<file path="config.mk">
export PLATFORM = sky130hd
export DESIGN_NAME = button_mode_select
export DESIGN_NICKNAME = d
export VERILOG_FILES = /design/src/rtl/button_mode_select.sv
export SDC_FILE = /design/constraint.sdc
export NUM_CORES = 1
export LEC_CHECK = 0
export ABC_AREA = 0
export CORE_UTILIZATION = 45
export DETAILED_ROUTE_END_ITERATION = 10
export GPL_TIMING_DRIVEN = 0
export PLACE_DENSITY = 0.67
export SYNTH_ARGS = -nofsm -noshare
export SYNTH_HDL_FRONTEND = slang
export SYNTH_SLANG_ARGS = --single-unit
export TNS_END_PERCENT = 20
</file>
<file path="constraint.sdc">
create_clock -name clock -period 2.7 [get_ports clock]
set_input_delay 0.675 -clock clock [delete_from_list [all_inputs] [get_ports clock]]
set_output_delay 0.675 -clock clock [all_outputs]
set_load 0.05 [all_outputs]
</file>
<file path="src/rtl/button_mode_select.sv">
// button_mode_select: front-panel mode selector.
// Synchronises and debounces NUM_BTNS raw push-buttons, emits one-cycle press
// pulses and latches mode = (lowest pressed index + 1) with a change strobe.
// Optional feature macro: MODE_LOCK_EN (lock input inhibits mode updates).
module button_mode_select #(
  parameter int unsigned NUM_BTNS     = 3,
  parameter int unsigned DEB_CYCLES   = 500000,
  parameter int unsigned MODE_W       = 32,
  parameter int unsigned DEFAULT_MODE = 1
) (
  input  logic                clock,
  input  logic                anti_reset,
  input  logic [NUM_BTNS-1:0] btn,
  input  logic                lock,
  output logic [NUM_BTNS-1:0] btn_level,
  output logic [NUM_BTNS-1:0] btn_press,
  output logic [MODE_W-1:0]   mode,
  output logic                mode_valid,
  output logic                mode_change
);

  localparam int unsigned     CNT_W    = $clog2(DEB_CYCLES) + 1;
  localparam logic [CNT_W-1:0] CNT_LAST = CNT_W'(DEB_CYCLES - 1);

  if (NUM_BTNS < 1 || NUM_BTNS > 16) begin : g_bad_num_btns
    $error("button_mode_select: NUM_BTNS must be in 1..16");
  end
  if (DEB_CYCLES < 1) begin : g_bad_deb_cycles
    $error("button_mode_select: DEB_CYCLES must be >= 1");
  end
  if (MODE_W < $clog2(NUM_BTNS + 2)) begin : g_bad_mode_w
    $error("button_mode_select: MODE_W too narrow to hold NUM_BTNS+1");
  end

  logic [NUM_BTNS-1:0] r_sync1;
  logic [NUM_BTNS-1:0] r_sync2;
  logic [NUM_BTNS-1:0] r_level;
  logic [NUM_BTNS-1:0] r_level_d;
  logic [NUM_BTNS-1:0] r_press;
  logic [CNT_W-1:0]    r_cnt [NUM_BTNS];
  logic [MODE_W-1:0]   r_mode;
  logic                r_valid;
  logic                r_change;

  logic [NUM_BTNS-1:0] w_rise;
  logic                w_sel_found;
  logic [MODE_W-1:0]   w_sel_value;
  logic                w_accept;

  // Two-flop synchroniser for the asynchronous button pins
  always_ff @(posedge clock or negedge anti_reset) begin
    if (!anti_reset) begin
      r_sync1 <= '0;
      r_sync2 <= '0;
    end else begin
      r_sync1 <= btn;
      r_sync2 <= r_sync1;
    end
  end

  // Per-button debounce: accept a new level after DEB_CYCLES stable cycles
  always_ff @(posedge clock or negedge anti_reset) begin
    if (!anti_reset) begin
      r_level <= '0;
      for (int unsigned i = 0; i < NUM_BTNS; i++) begin
        r_cnt[i] <= '0;
      end
    end else begin
      for (int unsigned i = 0; i < NUM_BTNS; i++) begin
        if (r_sync2[i] == r_level[i]) begin
          r_cnt[i] <= '0;
        end else if (r_cnt[i] == CNT_LAST) begin
          r_level[i] <= r_sync2[i];
          r_cnt[i]   <= '0;
        end else begin
          r_cnt[i] <= r_cnt[i] + CNT_W'(1);
        end
      end
    end
  end

  // Rising-edge detect and lowest-index priority pick of the pressed button.
  // The rise vector feeds both the press register and the mode logic so that
  // btn_press and mode update on the same edge.
  always_comb begin
    w_rise      = r_level & ~r_level_d;
    w_sel_found = 1'b0;
    w_sel_value = '0;
    for (int unsigned i = 0; i < NUM_BTNS; i++) begin
      if (w_rise[i] && !w_sel_found) begin
        w_sel_found = 1'b1;
        w_sel_value = MODE_W'(i + 1);
      end
    end
  end

`ifdef MODE_LOCK_EN
  assign w_accept = w_sel_found & ~lock;
`else
  logic w_unused_lock;
  assign w_unused_lock = lock;
  assign w_accept      = w_sel_found;
`endif

  // Registered one-cycle press pulses
  always_ff @(posedge clock or negedge anti_reset) begin
    if (!anti_reset) begin
      r_level_d <= '0;
      r_press   <= '0;
    end else begin
      r_level_d <= r_level;
      r_press   <= w_rise;
    end
  end

  // Mode latch with sticky valid flag and change strobe
  always_ff @(posedge clock or negedge anti_reset) begin
    if (!anti_reset) begin
      r_mode   <= MODE_W'(DEFAULT_MODE);
      r_valid  <= 1'b0;
      r_change <= 1'b0;
    end else if (w_accept) begin
      r_mode   <= w_sel_value;
      r_valid  <= 1'b1;
      r_change <= (w_sel_value != r_mode);
    end else begin
      r_change <= 1'b0;
    end
  end

  assign btn_level   = r_level;
  assign btn_press   = r_press;
  assign mode        = r_mode;
  assign mode_valid  = r_valid;
  assign mode_change = r_change;

endmodule

</file>
==> summary.md <==
| Metric | Value |
|---|---|
| Worst-Margin Slew | `0.715 ns` |
| Area grow syn2layout | `16.3%` |
| Pwr/cell area | `535 nW/um^2` |
| Cell family contributing the most delay on the critical path | `buffers and inverters` |
| # fillers | `between 700 and 800` |
| Routed wire length | `~7000 microns` |
| Post-CTS Resized | `0` |
| Number of cells on the critical path | `1` |
| Met1 usage | `around a quarter` |
| Yosys cell types | `43` |
| RSZ-0062 raised after global routing | `false` |
| Hold Crit Class | `in2async` |
| Total iterations of the first detailed-routing run | `4` |
| Total power | `~2.4 mW` |
| CTS sink count | `79` |
| Max frequency | `0.412 GHz` |
| DR vias | `2756` |
| Worst R2R Path Depth | `6` |
| Fin crit period | `2.42 ns` |
| Initial antenna violation count | `0` |
| Multi-input gate area | `~1700 sq um` |
| DR iter-0 viols | `190` |
| Via/cell ratio | `around 5.1` |
| Main synth FF type | `dfrtp_1` |
| Ports | `46` |
| Post-synth EDFFs | `0` |
| Register area | `~2000 sq um` |
| FP Rows | `33` |
| Post-CTS setup buffer count | `0` |
| Dpl hpwl | `approximately 4800 microns` |
| GRT Max-Usage Layer | `met2` |
| Crit. End Element | `output pin` |
| IO Port Bufs | `14` |
| CTS clock-pin slew for the worst setup and hold paths | `~0.09 ns` |
| Worst stage delay on the critical path | `0.83 ns` |
| Setup TNS | `0 ns` |
| CTS tree | `done` |
| Cells along the critical path | `clkdlybuf4s50_1` |
| Run status | `completed` |
| Normalized max-slew margin | `approximately 52%` |
| CP max stage cell | `clkdlybuf4s50_1` |
| CTS Buffer Depth | `2` |
| Leading post-synthesis cells by cell area | `dfrtp_1 (51%), buf_4 (6.3%), nor2_1 (4.7%)` |
| Drt wl/cell | `12.9 microns` |
| Chip Width | `roughly 94 microns` |
| DRC Markers | `0` |
| CP Data Required Time | `about 2.0 ns` |
| Final Setup Violations | `0` |
| Worst Path Max Fanout | `4` |
| GRT Overall Usage | `about 18%` |
| Synth cell count leaders | `dfrtp_1 (78), nor2_1 (48), buf_4 (32)` |
| Fin. Hold Viols | `0` |
| Die height | `94.4 microns` |
| Synth Cell Area | `between 3000 and 4000 sq um` |
| Fin Clk Skew | `between 0.01 and 0.015 ns` |
| GRT overflow | `0` |
| Post-synthesis sequential area ratio | `just over 50%` |
| Yosys top cell area share | `approximately half` |
| Avg Cell Area, Syn | `10.3 sq um` |
| Worst-skew pair later-pin latency | `about 0.36 ns` |
| First-pass GRT wire length | `between 10000 and 15000 microns` |
| Met2 usage | `between 20% and 30%` |
| Gpl congestion | `~0.81` |
| Synthesized flop and latch total | `79` |
| Cell with the most instances after synthesis | `dfrtp_1` |
| Full die area | `8910 sq um` |
| P_leak | `between 1.5 and 2 nW` |
| Synth Instances | `about 370` |
| Vias in the first global route | `2543` |
| Initial Utilization | `46.5%` |
| Setup crit start kind | `flip-flop` |
| Nets | `~440` |
| Largest net degree at the start of global routing | `67` |
| Asr flop ratio synth | `100%` |
| Ys Warns | `0` |
| Biggest area consumer among synthesized cells | `dfrtp_1` |
| Total of max-cap violations | `0` |
| N_diodes | `0` |
| Maximum vdd drop | `0.334 mV` |
| CP arrival | `between 1.5 and 2 ns` |
| H-tree levels | `3` |
| Cts hold-fix bufs | `0` |
| Root buffer cell | `clkbuf_8` |
| Fraction of layout cells with a size suffix above 1 | `between 10% and 20%` |
| Antenna-violating nets left | `0` |
| Critical path class | `reg2out` |
| WP buf/inv | `1` |
| Num CTS Buffers | `9` |
| Fin crit share | `between 80% and 90%` |
| Max Slew Vio Count | `0` |
| Met3 Use GR | `5.48%` |
| CORE AREA | `slightly above 8000 sq um` |
[where the power goes]
part | switching, mW | total [mW] | internal [mW]
clock | 0.455 | 0.982 | 0.527
sequential | 0.0134 | 1.21 | 1.20
combinational | 0.143 | 0.197 | 0.0534
[path summary, 6_finish.rpt]
path	start	to	slack (ns)
worst max-delay path	mode[0]	mode[0]	0.28
worst min-delay path	anti_reset	r_cnt[28]	0.15
min in group clock	r_sync1[1]	r_sync2[1]	0.35
worst max register to register	r_cnt[0]	r_cnt[6]	0.44
max in group asynchronous	anti_reset	mode[0]	1.94
worst min register to register	r_sync1[1]	r_sync2[1]	0.35
[registers in the layout, summed over array words and instances, names as in the netlist]
name / count
btn_level: 3
mode_valid: 1
mode: 2
btn_press: 3
r_sync2: 3
r_level_d: 3
r_cnt: 60
r_sync1: 3
mode_change: 1
[through the flow]
step                hold slack, ns  std cells  worst slack [ns]  util (%)  cell area (sq um)
CTS                          0.146        539             0.253      54.1               4470
global route                 0.141        539             0.199      54.1               4470
floorplan                    0.331        403             0.764         -               3950
detailed placement           0.336        523             0.440      51.4               4250
global placement             0.334        522             -1.88      51.1               4220
finish                       0.155        539             0.275      54.1               4470
[final cells by class]
cell class / instances / share of cell area, %
Clock buffer: 10 / 2.86
Sequential cell: 79 / 44.3
Timing Repair Buffer: 15 / 3.70
Multi-Input combinational cell: 276 / 37.4
Buffer: 37 / 5.85
Tap cell: 105 / 2.94
Clock inverter: 6 / 2.07
Inverter: 11 / 0.924
[cells in the final DEF (no fill, tap or decap), drive strengths merged, types with 3 or more instances in the layout]
cell type / n
clkdlybuf4s50: 13
clkbuf: 13
and4: 8
buf: 36
nand2b: 3
nand2: 16
nand4: 18
inv: 13
nor2: 48
xnor2: 20
nand3: 18
nor3: 5
conb: 30
xor2: 20
o31ai: 10
o21ai: 8
dfrtp: 78
or4: 12
nor4: 8
ha: 3
a21oi: 18
mux2: 3
or3: 10
[layer usage]
| metal | wire, microns | part of all wire (%) |
|---|---|---|
| met2 | 3190 | 46 |
| met5 | 0 | 0 |
| met3 | 306 | 4.4 |
| met1 | 3300 | 48 |
| met4 | 124 | 1.8 |
[cells by family (layout without fill, tap and decap cells)]
logic type	count (synthesis)	count (layout)	share of synthesized area, %
mux	4	4	1.14
flops	79	79	51.5
simple gates	159	159	22.9
buf+inv	48	79	7.88
compound gates	40	40	6.38
other cells	1	30	0.0976
fa+ha+maj	3	3	0.977
xor+xnor	40	40	9.12
(Power assumes the default switching activity.)
